--- src/rtl/wallace_pkg.sv ---
`default_nettype none
// ============================================================================
// Package     : wallace_pkg
// Description : Shared constants and elaboration-time helpers for the
//               pipelined Wallace-tree multiplier (product width, CSA tree
//               shape, operand mode encoding).
// Revision    : 1.0 - initial pipelined, parametrised release
// ============================================================================
package wallace_pkg;

   // Operand mode encoding carried with each operation
   localparam logic MODE_UNSIGNED = 1'b0;
   localparam logic MODE_SIGNED   = 1'b1;

   // Full product width for a given operand width
   function automatic int prod_width(input int width);
      return 2 * width;
   endfunction

   // Number of rows still present before CSA level 'level' (level 0 = partial products)
   function automatic int csa_rows(input int width, input int level);
      int r;
      r = width;
      for (int l = 0; l < level; l++) begin
         r = 2 * (r / 3) + (r % 3);
      end
      return r;
   endfunction

   // Level count ceil(log1.5(width/2)) + 1. Levels that see fewer than three
   // rows pass them through, so an over-count is harmless; the max() only
   // guards against ever under-counting.
   function automatic int csa_levels(input int width);
      longint p3;
      longint p2;
      int     n;
      int     need;
      p3 = 64'd1;
      p2 = 64'd1;
      n  = 0;
      while ((64'd2 * p3) < (longint'(width) * p2)) begin
         p3 = p3 * 64'd3;
         p2 = p2 * 64'd2;
         n++;
      end
      need = 0;
      while (csa_rows(width, need) > 2) begin
         need++;
      end
      return ((n + 1) > need) ? (n + 1) : need;
   endfunction

endpackage
`default_nettype wire

--- src/rtl/wallace_mult_pipe_cla.sv ---
`default_nettype none
// ============================================================================
// Module      : cla_adder
// Description : N-bit carry-lookahead adder built as a Kogge-Stone parallel
//               prefix over generate/propagate. No carry in; the carry out
//               is not produced because the product is taken modulo 2^N.
// Revision    : 1.1 - widened to generic N for the pipelined multiplier
// ============================================================================
module cla_adder #(
   parameter int N = 32
) (
   input  logic [N-1:0] a,
   input  logic [N-1:0] b,
   output logic [N-1:0] sum
);

   logic [N-1:0] gen;
   logic [N-1:0] prop;
   logic [N-1:0] grp_p;

   // Prefix combine: after the loop gen[i] is the carry out of bits [i:0].
   // Descending index order keeps the [i-d] operands at their previous-span values.
   always_comb begin
      gen   = a & b;
      prop  = a ^ b;
      grp_p = prop;
      for (int d = 1; d < N; d = d * 2) begin
         for (int i = N - 1; i >= d; i--) begin
            gen[i]   = gen[i] | (grp_p[i] & gen[i-d]);
            grp_p[i] = grp_p[i] & grp_p[i-d];
         end
      end
      sum = prop ^ {gen[N-2:0], 1'b0};
   end

endmodule
`default_nettype wire

--- src/rtl/wallace_mult_pipe_csa_row.sv ---
`default_nettype none
// ============================================================================
// Module      : csa_row
// Description : N-bit 3:2 carry-save compressor. The carry vector is
//               returned already shifted left by one bit; the carry out of
//               the top bit falls off (all arithmetic is modulo 2^N).
// Revision    : 1.0 - initial release
// ============================================================================
module csa_row #(
   parameter int N = 32
) (
   input  logic [N-1:0] x,
   input  logic [N-1:0] y,
   input  logic [N-1:0] z,
   output logic [N-1:0] sum,
   output logic [N-1:0] carry
);

   assign sum   = x ^ y ^ z;
   assign carry = {((x[N-2:0] & y[N-2:0]) |
                    (x[N-2:0] & z[N-2:0]) |
                    (y[N-2:0] & z[N-2:0])), 1'b0};

endmodule
`default_nettype wire

--- src/rtl/wallace_mult_pipe.sv ---
`default_nettype none
// ============================================================================
// Module      : wallace_mult_pipe
// Description : Pipelined WIDTH x WIDTH Wallace-tree multiplier with a
//               per-operation signed (Baugh-Wooley) / unsigned mode, an
//               opaque tag, valid/ready handshakes and full backpressure.
//               S1 = operand capture, S2 = first half of CSA tree
//               (MID_REG=1 only), S3 = rest of tree + CLA -> out_prod.
// Revision    : 2.0 - pipelined, parametrised successor of the 16x16 comb unit
// ============================================================================
module wallace_mult_pipe
   import wallace_pkg::*;
#(
   parameter int WIDTH   = 16,
   parameter int TAG_W   = 4,
   parameter int MID_REG = 1
) (
   input  logic                 clk,
   input  logic                 rst,
   input  logic                 in_valid,
   output logic                 in_ready,
   input  logic [WIDTH-1:0]     in_a,
   input  logic [WIDTH-1:0]     in_b,
   input  logic                 in_signed,
   input  logic [TAG_W-1:0]     in_tag,
   output logic                 out_valid,
   input  logic                 out_ready,
   output logic [2*WIDTH-1:0]   out_prod,
   output logic [TAG_W-1:0]     out_tag
);

   localparam int PW     = prod_width(WIDTH);
   localparam int LEVELS = csa_levels(WIDTH);
   localparam int CUT    = LEVELS / 2;

   // Baugh-Wooley correction constant: ones at bit WIDTH and bit 2*WIDTH-1
   localparam logic [PW-1:0] ONE      = PW'(1);
   localparam logic [PW-1:0] BW_CONST = (ONE << WIDTH) | (ONE << (PW - 1));

   // ---------------------------------------------------------------- S1
   logic                s1_valid;
   logic                s1_ready;
   logic [WIDTH-1:0]    s1_a;
   logic [WIDTH-1:0]    s1_b;
   logic                s1_mode;
   logic [TAG_W-1:0]    s1_tag;

   // Handshake into S3 (from S2 or straight from S1 when no mid register)
   logic                feed_valid;
   logic [TAG_W-1:0]    feed_tag;

   // ---------------------------------------------------------------- S3
   logic                s3_valid;
   logic                s3_ready;
   logic [PW-1:0]       prod_q;
   logic [TAG_W-1:0]    tag_q;
   logic [PW-1:0]       final_sum;

   // A stage may load when it is empty or its content leaves this cycle
   assign s3_ready = !s3_valid | out_ready;
   assign in_ready = s1_ready;

   // S1 valid bit: refill whenever the stage can advance
   always_ff @(posedge clk) begin
      if (rst) begin
         s1_valid <= 1'b0;
      end else if (s1_ready) begin
         s1_valid <= in_valid;
      end
   end

   // S1 data: capture operands, mode and tag on an input transfer
   always_ff @(posedge clk) begin
      if (s1_ready && in_valid) begin
         s1_a    <= in_a;
         s1_b    <= in_b;
         s1_mode <= in_signed;
         s1_tag  <= in_tag;
      end
   end

   // ------------------------------------------------ partial products
   logic          sgn;
   logic [PW-1:0] pp [0:WIDTH-1];

   assign sgn = (s1_mode == MODE_SIGNED);

   // Row i holds a*b[i] shifted by i; in signed mode the cross terms that
   // involve exactly one operand MSB are inverted.
   for (genvar i = 0; i < WIDTH; i++) begin : g_pp_row
      logic [WIDTH-1:0] bits;
      for (genvar j = 0; j < WIDTH; j++) begin : g_pp_bit
         localparam logic INV = ((i == WIDTH - 1) != (j == WIDTH - 1));
         assign bits[j] = (s1_a[j] & s1_b[i]) ^ (INV & sgn);
      end
      if (i == 0) begin : g_const
         // Row 0 is empty at bits WIDTH and 2*WIDTH-1, so the constant rides here
         assign pp[i] = PW'(bits) | (sgn ? BW_CONST : '0);
      end else begin : g_plain
         assign pp[i] = PW'(bits) << i;
      end
   end

   // -------------------------------------------------------- CSA tree
   // Each level compresses groups of three rows into two; leftovers pass through.
   for (genvar l = 0; l < LEVELS; l++) begin : g_level
      localparam int RI = csa_rows(WIDTH, l);
      localparam int RO = csa_rows(WIDTH, l + 1);
      localparam int NG = RI / 3;

      logic [PW-1:0] rin  [0:RI-1];
      logic [PW-1:0] rout [0:RO-1];

      for (genvar k = 0; k < RI; k++) begin : g_in
         if (l == 0) begin : g_src_pp
            assign rin[k] = pp[k];
         end else if ((MID_REG != 0) && (l == CUT)) begin : g_src_mid
            assign rin[k] = g_mid.g_row[k].q;
         end else begin : g_src_prev
            assign rin[k] = g_level[l-1].rout[k];
         end
      end

      for (genvar g = 0; g < NG; g++) begin : g_csa
         csa_row #(.N(PW)) u_csa (
            .x     (rin[3*g]),
            .y     (rin[3*g+1]),
            .z     (rin[3*g+2]),
            .sum   (rout[2*g]),
            .carry (rout[2*g+1])
         );
      end

      for (genvar k = 0; k < RI - 3 * NG; k++) begin : g_pass
         assign rout[2*NG+k] = rin[3*NG+k];
      end
   end

   // ---------------------------------------------- S2 (mid register)
   if (MID_REG != 0) begin : g_mid
      localparam int RC = csa_rows(WIDTH, CUT);

      logic             s2_valid;
      logic             s2_ready;
      logic             s2_load;
      logic [TAG_W-1:0] s2_tag;

      assign s2_ready   = !s2_valid | s3_ready;
      assign s2_load    = s2_ready & s1_valid;
      assign s1_ready   = !s1_valid | s2_ready;
      assign feed_valid = s2_valid;
      assign feed_tag   = s2_tag;

      // S2 valid bit: take S1's valid whenever S2 can advance
      always_ff @(posedge clk) begin
         if (rst) begin
            s2_valid <= 1'b0;
         end else if (s2_ready) begin
            s2_valid <= s1_valid;
         end
      end

      // S2 tag travels alongside the half-reduced rows
      always_ff @(posedge clk) begin
         if (s2_load) begin
            s2_tag <= s1_tag;
         end
      end

      for (genvar k = 0; k < RC; k++) begin : g_row
         logic [PW-1:0] q;
         // Register one half-reduced row at the tree cut
         always_ff @(posedge clk) begin
            if (s2_load) begin
               q <= g_level[CUT-1].rout[k];
            end
         end
      end
   end else begin : g_nomid
      assign s1_ready   = !s1_valid | s3_ready;
      assign feed_valid = s1_valid;
      assign feed_tag   = s1_tag;
   end

   // ------------------------------------------------ final adder / S3
   // Carry out of the final add is dropped: zero for unsigned, meaningless for signed
   cla_adder #(.N(PW)) u_cla (
      .a   (g_level[LEVELS-1].rout[0]),
      .b   (g_level[LEVELS-1].rout[1]),
      .sum (final_sum)
   );

   // S3 valid bit: cleared by reset, advances when the consumer can take it
   always_ff @(posedge clk) begin
      if (rst) begin
         s3_valid <= 1'b0;
      end else if (s3_ready) begin
         s3_valid <= feed_valid;
      end
   end

   // S3 data: hold while stalled so out_prod/out_tag stay stable
   always_ff @(posedge clk) begin
      if (s3_ready && feed_valid) begin
         prod_q <= final_sum;
         tag_q  <= feed_tag;
      end
   end

   assign out_valid = s3_valid;
   assign out_prod  = s3_valid ? prod_q : '0;
   assign out_tag   = s3_valid ? tag_q  : '0;

endmodule
`default_nettype wire
--- config.mk ---
export PLATFORM = sky130hd
export DESIGN_NAME = wallace_mult_pipe
export DESIGN_NICKNAME = d
export VERILOG_FILES = /design/src/rtl/wallace_pkg.sv /design/src/rtl/wallace_mult_pipe_cla.sv /design/src/rtl/wallace_mult_pipe_csa_row.sv /design/src/rtl/wallace_mult_pipe.sv
export SDC_FILE = /design/constraint.sdc
export NUM_CORES = 1
export LEC_CHECK = 0
export BUFFER_PORTS_ARGS = -buffer_cell sky130_fd_sc_hd__buf_4
export CORE_AREA = 4 4 251 253
export CTS_CLUSTER_SIZE = 25
export DETAILED_ROUTE_END_ITERATION = 8
export DIE_AREA = 0 0 255 257
export PLACE_DENSITY_LB_ADDON = 0.25
export REMOVE_ABC_BUFFERS = 1
export SYNTH_ARGS = -nofsm -noshare
export SYNTH_HDL_FRONTEND = slang
export SYNTH_HIERARCHICAL = 1
export SYNTH_SLANG_ARGS = --single-unit
--- constraint.sdc ---
create_clock -name clk -period 28.2 [get_ports clk]
set_input_delay 2.82 -clock clk [delete_from_list [all_inputs] [get_ports clk]]
set_output_delay 2.82 -clock clk [all_outputs]
set_load 0.01 [all_outputs]
# Word level (Yosys, flattened, before mapping)
# Cells that the tools add are included.
[word_totals]
regBits = 253
inputBits = 41
word_cells = 758
[op_classes]
n_reduce_logical = 5
mux = 3
n_bitwise = 734
[ops]
columns = ["operator", "n"]
rows = [
  ["31-bit AND", 28],
  ["31-bit OR", 28],
  ["32-bit bitwise XOR", 19],
  ["1-bit AND", 475],
  ["1-bit OR", 127],
  ["32-bit two-way mux", 2],
  ["16-bit by 32-bit OR with 32-bit output", 1],
  ["32-bit by 17-bit bitwise XOR with 32-bit output", 1],
  ["32-bit by 18-bit bitwise XOR with 32-bit output", 1],
  ["32-bit by 21-bit bitwise XOR with 32-bit output", 1],
  ["32-bit by 24-bit bitwise XOR with 32-bit output", 1],
  ["32-bit by 27-bit bitwise XOR with 32-bit output", 1],
  ["32-bit by 30-bit bitwise XOR with 32-bit output", 1],
  ["32-bit by 31-bit bitwise XOR with 32-bit output", 1],
  ["31-bit by 17-bit AND with 31-bit output", 1],
  ["31-bit by 18-bit AND with 31-bit output", 1],
  ["28-bit by 30-bit AND with 30-bit output", 1],
  ["29-bit by 30-bit AND with 30-bit output", 1],
  ["1-bit bitwise XOR", 30],
  ["28-bit by 29-bit AND with 29-bit output", 1],
  ["28-bit by 29-bit bitwise XOR with 29-bit output", 1],
  ["25-bit by 27-bit AND with 27-bit output", 1],
  ["26-bit by 27-bit AND with 27-bit output", 1],
  ["25-bit by 26-bit AND with 26-bit output", 1],
  ["13 further kinds", 16],
]

# Depth between registers and ports, before layout
[logic_depth]
ltp_word = 20
ltp_mapped = 12
depth_no_buf = 12

# Hierarchy
# Netlist, hierarchy kept.
[modules_own_cells]
columns = ["module", "n_inst", "seq_area_each_um2", "area_per_inst_um2", "cells_per_inst"]
rows = [
  ["wallace_mult_pipe", 1, 7657.3, 10028.4, 632],
  ["csa_row", 14, 0.0, 655.6, 34],
  ["cla_adder", 1, 0.0, 1826.8, 254],
]

# Worst setup path after synthesis
# OpenSTA, ideal clock, no wires.
[synth_timing]
path_type = "input port to flip-flop"
from = "input out_ready"
to = "register g_mid.s2_tag[0] (netlist: feed_tag[0]) (enable)"
slack_ps = 15890
t_required_ps = 27420
setup_ps = 780
arrival_ps = 11530
n_path_buf = 0
cell_stages = 2
path_cell_list = "nor2b_4 > a21oi_1"
[synth_via]
elab_chain_cells = 3
[synth_rtl]
columns = ["element", "line_no", "text"]
rows = [
  ["start, declared", "wallace_mult_pipe.sv:27", "input logic out_ready,"],
  ["1-bit OR", "wallace_mult_pipe.sv:60", "assign s3_ready = !s3_valid | out_ready;"],
  ["1-bit OR", "wallace_mult_pipe.sv:148", "assign s2_ready = !s2_valid | s3_ready;"],
  ["1-bit AND", "wallace_mult_pipe.sv:149", "assign s2_load = s2_ready & s1_valid;"],
  ["via g_mid.s2_load", "wallace_mult_pipe.sv:145", "logic s2_load;"],
  ["end signal, assigned", "wallace_mult_pipe.sv:166", "s2_tag <= s1_tag;"],
  ["end, declared", "wallace_mult_pipe.sv:146", "logic [TAG_W-1:0] s2_tag;"],
]
# The timed path passes the listed nets, and every way through them passes these cells.
# A chain may end at the register's enable or synchronous reset.

# Worst setup path in the final report
[layout_timing]
from = "input out_ready"
to = "output in_ready"
[layout_via]
elab_chain_cells = 3
[layout_rtl]
columns = ["element", "line_no", "text"]
rows = [
  ["1-bit OR", "wallace_mult_pipe.sv:60", ""],
  ["1-bit OR", "wallace_mult_pipe.sv:148", ""],
  ["1-bit OR", "wallace_mult_pipe.sv:150", "assign s1_ready = !s1_valid | s2_ready;"],
  ["end, declared", "wallace_mult_pipe.sv:21", "output logic in_ready,"],
]
# No other way between the ends.

==> run_results.csv <==
group,metric,value,unit
synth,seq_area_frac_synth,36.4,%
floorplan,core_area,61000,um2
power,combPwrFrac,61.7,%
clock_tree,postCtsSetupBuffers,0,
cells_and_area,layout_commonest_cell,"fa_1",
setup_path,crit_type,"input pin to primary output",
setup_path,r2r_slack,23.77,ns
global_route,grt.busiest_layer,"met2",
floorplan,die_area,65500,um2
setup_path,crit_family,"buffers and inverters",
global_route,grt-ovfl-total,0,
setup_path,cp-startpoint,"out_ready",
sta,hold_slack,0.417,ns
global_route,grt_usage,14.3,%
sta,clock_skew,0.0122,ns
setup_path,critPathMostFrequentCell,"buf_4",
detailed_routing,num_vias,11200,
detailed_routing,wl_per_cell,17.9,um
setup_path,arrival,3.33,ns
synth,synth_edf_count,253,
setup_path,path_depth,3,
global_route,grt_pass1_vias,12700,
synth,syn_area,21000,um2
placed_design,pre_cts_slack,22.04,ns
clock_tree,insertion_delay,0.54,ns
power,pwr_density_cell,114,nW/um2
power,p_clk_share,14.9,%
sta,rsz0062_at_grt,"false",
floorplan,die_x,255,um
power,ir_drop,0.0666,mV
setup_path,critPathSlowestCell,"buf_4",
global_route,antenna_found_initial,0,
job,cap_violations,0,
cells_and_area,final_cell_mix,"fa_1 (435), conb_1 (268), and2_1 (265), edfxtp_1 (253), buf_4 (79)",
global_route,grt_max_degree,181,
clock_tree,clockBufferDepth,3,
global_route,grt_use_met3,2.81,%
global_route,use_met1,20.5,%
power,seqPwrFrac,23.3,%
synth,syn_inst,1362,
floorplan,pin_count,79,
global_route,grt_pass1_wl,72000,um
power,p_sw,0.00117,W
clock_tree,ctsResizeCount,0,
worst_hold_path,min_path_type,"register to register",
floorplan,dieHeight,257,um
sta,timing.slew.headroom,20.2,%
detailed_routing,drt_iter0_drc,560,
floorplan,floorplan.rows,91,
clock_tree,htreeDepth,2,
clock_tree,clkTransAtPathRegs,0.05,ns
clock_tree,cts_tree,"yes",
floorplan,start_util,34.5,%
detailed_routing,ant_nets,0,
detailed_routing,first_pass_iters,5,
detailed_routing,routed_wl,44400,um
synth,async_flop_share,0,%
placed_design,hpwl,32800,um
sta,fin_tns_setup,0,ns
power,sw_frac_of_total,42.3,%
setup_path,r2r-start,"g_mid.g_row[4].q[3]",
sta,maxSlewViolCount,0,
sta,finalWorstSetupSlack,22.05,ns
setup_path,start_kind,"input pin",
cells_and_area,insertedDiodeCount,0,
setup_path,cpPeakStageDelay,0.21,ns
sta,max_freq,0.163,GHz
detailed_routing,drc_errors,0,
setup_path,critPathMaxFanout,3,
setup_path,r2r_end,"prod_q[29]",
global_route,met2_usage,22.6,%
cells_and_area,layout.nets,2172,
sta,fin_crit,6.15,ns
placed_design,place.gp.congestion,0.790,
sta,report.final.setup_viol,0,
synth,synth_area_per_cell,15.4,um2
worst_hold_path,min_to,"feed_tag[2]",
sta,post-route-period-util,21.8,%
synth,ys_ff_latch,256,
detailed_routing,viasPerCell,4.51,
setup_path,crit_buf_inv,2,
sta,hold_viol,0,
clock_tree,clkSinkCount,256,
setup_path,worstSetupEndpointType,"primary output",
synth,synth_ff_type,"edfxtp_1",
cells_and_area,drive_gt1_share,8.55,%
run_status,status,"finished, final reports clean",
power,p_int,0.00160,W
worst_hold_path,min_path_cells,0,
setup_path,rr_worst_depth,11,
sta,tightestPinTransition,1.20,ns
power,p_leak,10.1,nW
setup_path,crit_chain,"buf_4, nand4b_4, buf_4",
worst_hold_path,hold_path.startpoint,"s1_tag[2]",
clock_tree,cts_hold_buf,0,
clock_tree,numCtsBuffers,35,
cells_and_area,area_growth,15.3,%
synth,post_synth_num_cell_types,58,
setup_path,required,25.38,ns
placed_design,portBuffers,78,
clock_tree,clockRootBuffer,"clkbuf_16",
synth,yosys_warnings,6,
## kinds of logic (layout without fill, tap and decap cells)
logic type / Yosys count / in the layout / share of synthesized area [%]
AO/OA/AOI/OAI: 117 / 117 / 3.85
XOR/XNOR: 72 / 72 / 4.00
adder cells (fa/ha/maj): 466 / 466 / 43.2
buffers and inverters: 73 / 142 / 2.05
flip-flops: 256 / 256 / 36.4
multiplexers: 1 / 1 / 0.0476
other: 15 / 268 / 0.268
AND/OR/NAND/NOR: 362 / 362 / 10.1
## worst max-delay path by stage
stage                   to  slack (ns)
6_report          in_ready       22.05
5_1_grt           in_ready       22.02
4_1_cts           in_ready       22.05
3_5_place_dp      in_ready       22.04
3_3_place_gp      in_ready       22.05
2_1_floorplan  feed_tag[0]       15.89
## metrics by stage
| step | instances | utilization [%] | instance area [um2] | power [W] |
|---|---|---|---|---|
| 2_1_floorplan | 1548 | - | 21600 | 0.00192 |
| 3_3_place_gp | 2418 | 38.0 | 23200 | 0.00232 |
| 3_5_place_dp | 2418 | 38.0 | 23200 | 0.00235 |
| 4_1_cts | 2474 | 39.7 | 24200 | 0.00278 |
| 5_1_grt | 2474 | 39.7 | 24200 | 0.00304 |
| 6_report | 2474 | 39.7 | 24200 | 0.00277 |
## power by group through the flow
| stage | combinational [W] | clock, W | sequential (W) |
|---|---|---|---|
| finish | 0.00171 | 0.000413 | 0.000646 |
| global route | 0.00194 | 0.000444 | 0.000655 |
| CTS | 0.00170 | 0.000431 | 0.000648 |
| detailed placement | 0.00169 | 0 | 0.000656 |
| global placement | 0.00166 | 0 | 0.000655 |
| floorplan | 0.00129 | 0 | 0.000635 |
## sequential cells by signal, indices dropped and copies added, names as in the netlist
register / flops
feed_tag: 4
s1_valid: 1
prod_q: 32
s1_b: 16
s1_tag: 4
s1_mode: 1
g_mid.g_row.q: 176
feed_valid: 1
out_valid: 1
tag_q: 4
s1_a: 16
## per-layer routing
layer	wire [um]	share of wire, %
met1	20100	45
met3	2110	4.8
met4	988	2.2
met2	21200	48
met5	0	0
## layout make-up
cell class,instances,area [um2]
flip-flops and latches,256,7660
clock buffers,44,972
fillers,5750,36800
repair buffers,80,613
inverters,6,22.5
clock inverters,12,76.3
multi-input cells,1286,13900
well taps,790,988
## synth_stat cells, types with 5 or more instances
master,instances,area [um2]
clkbuf_1,10,37.5
ha_1,31,388
a21oi_1,35,175
edfxtp_1,253,7600
buf_6,5,56.3
a21o_1,21,158
fa_1,435,8710
o21ai_0,17,85.1
nand3_1,10,50.1
and2_1,266,1660
nand2_1,45,169
inv_1,6,22.5
xor2_1,8,70.1
buf_2,17,85.1
and3_1,6,37.5
buf_4,18,135
conb_1,15,56.3
nor3_1,5,25.0
clkbuf_2,16,80.1
a31oi_1,5,31.3
nor2_1,13,48.8
xnor2_1,50,438
xor3_1,14,333
Note: power is estimated with default switching activity, not from simulation.
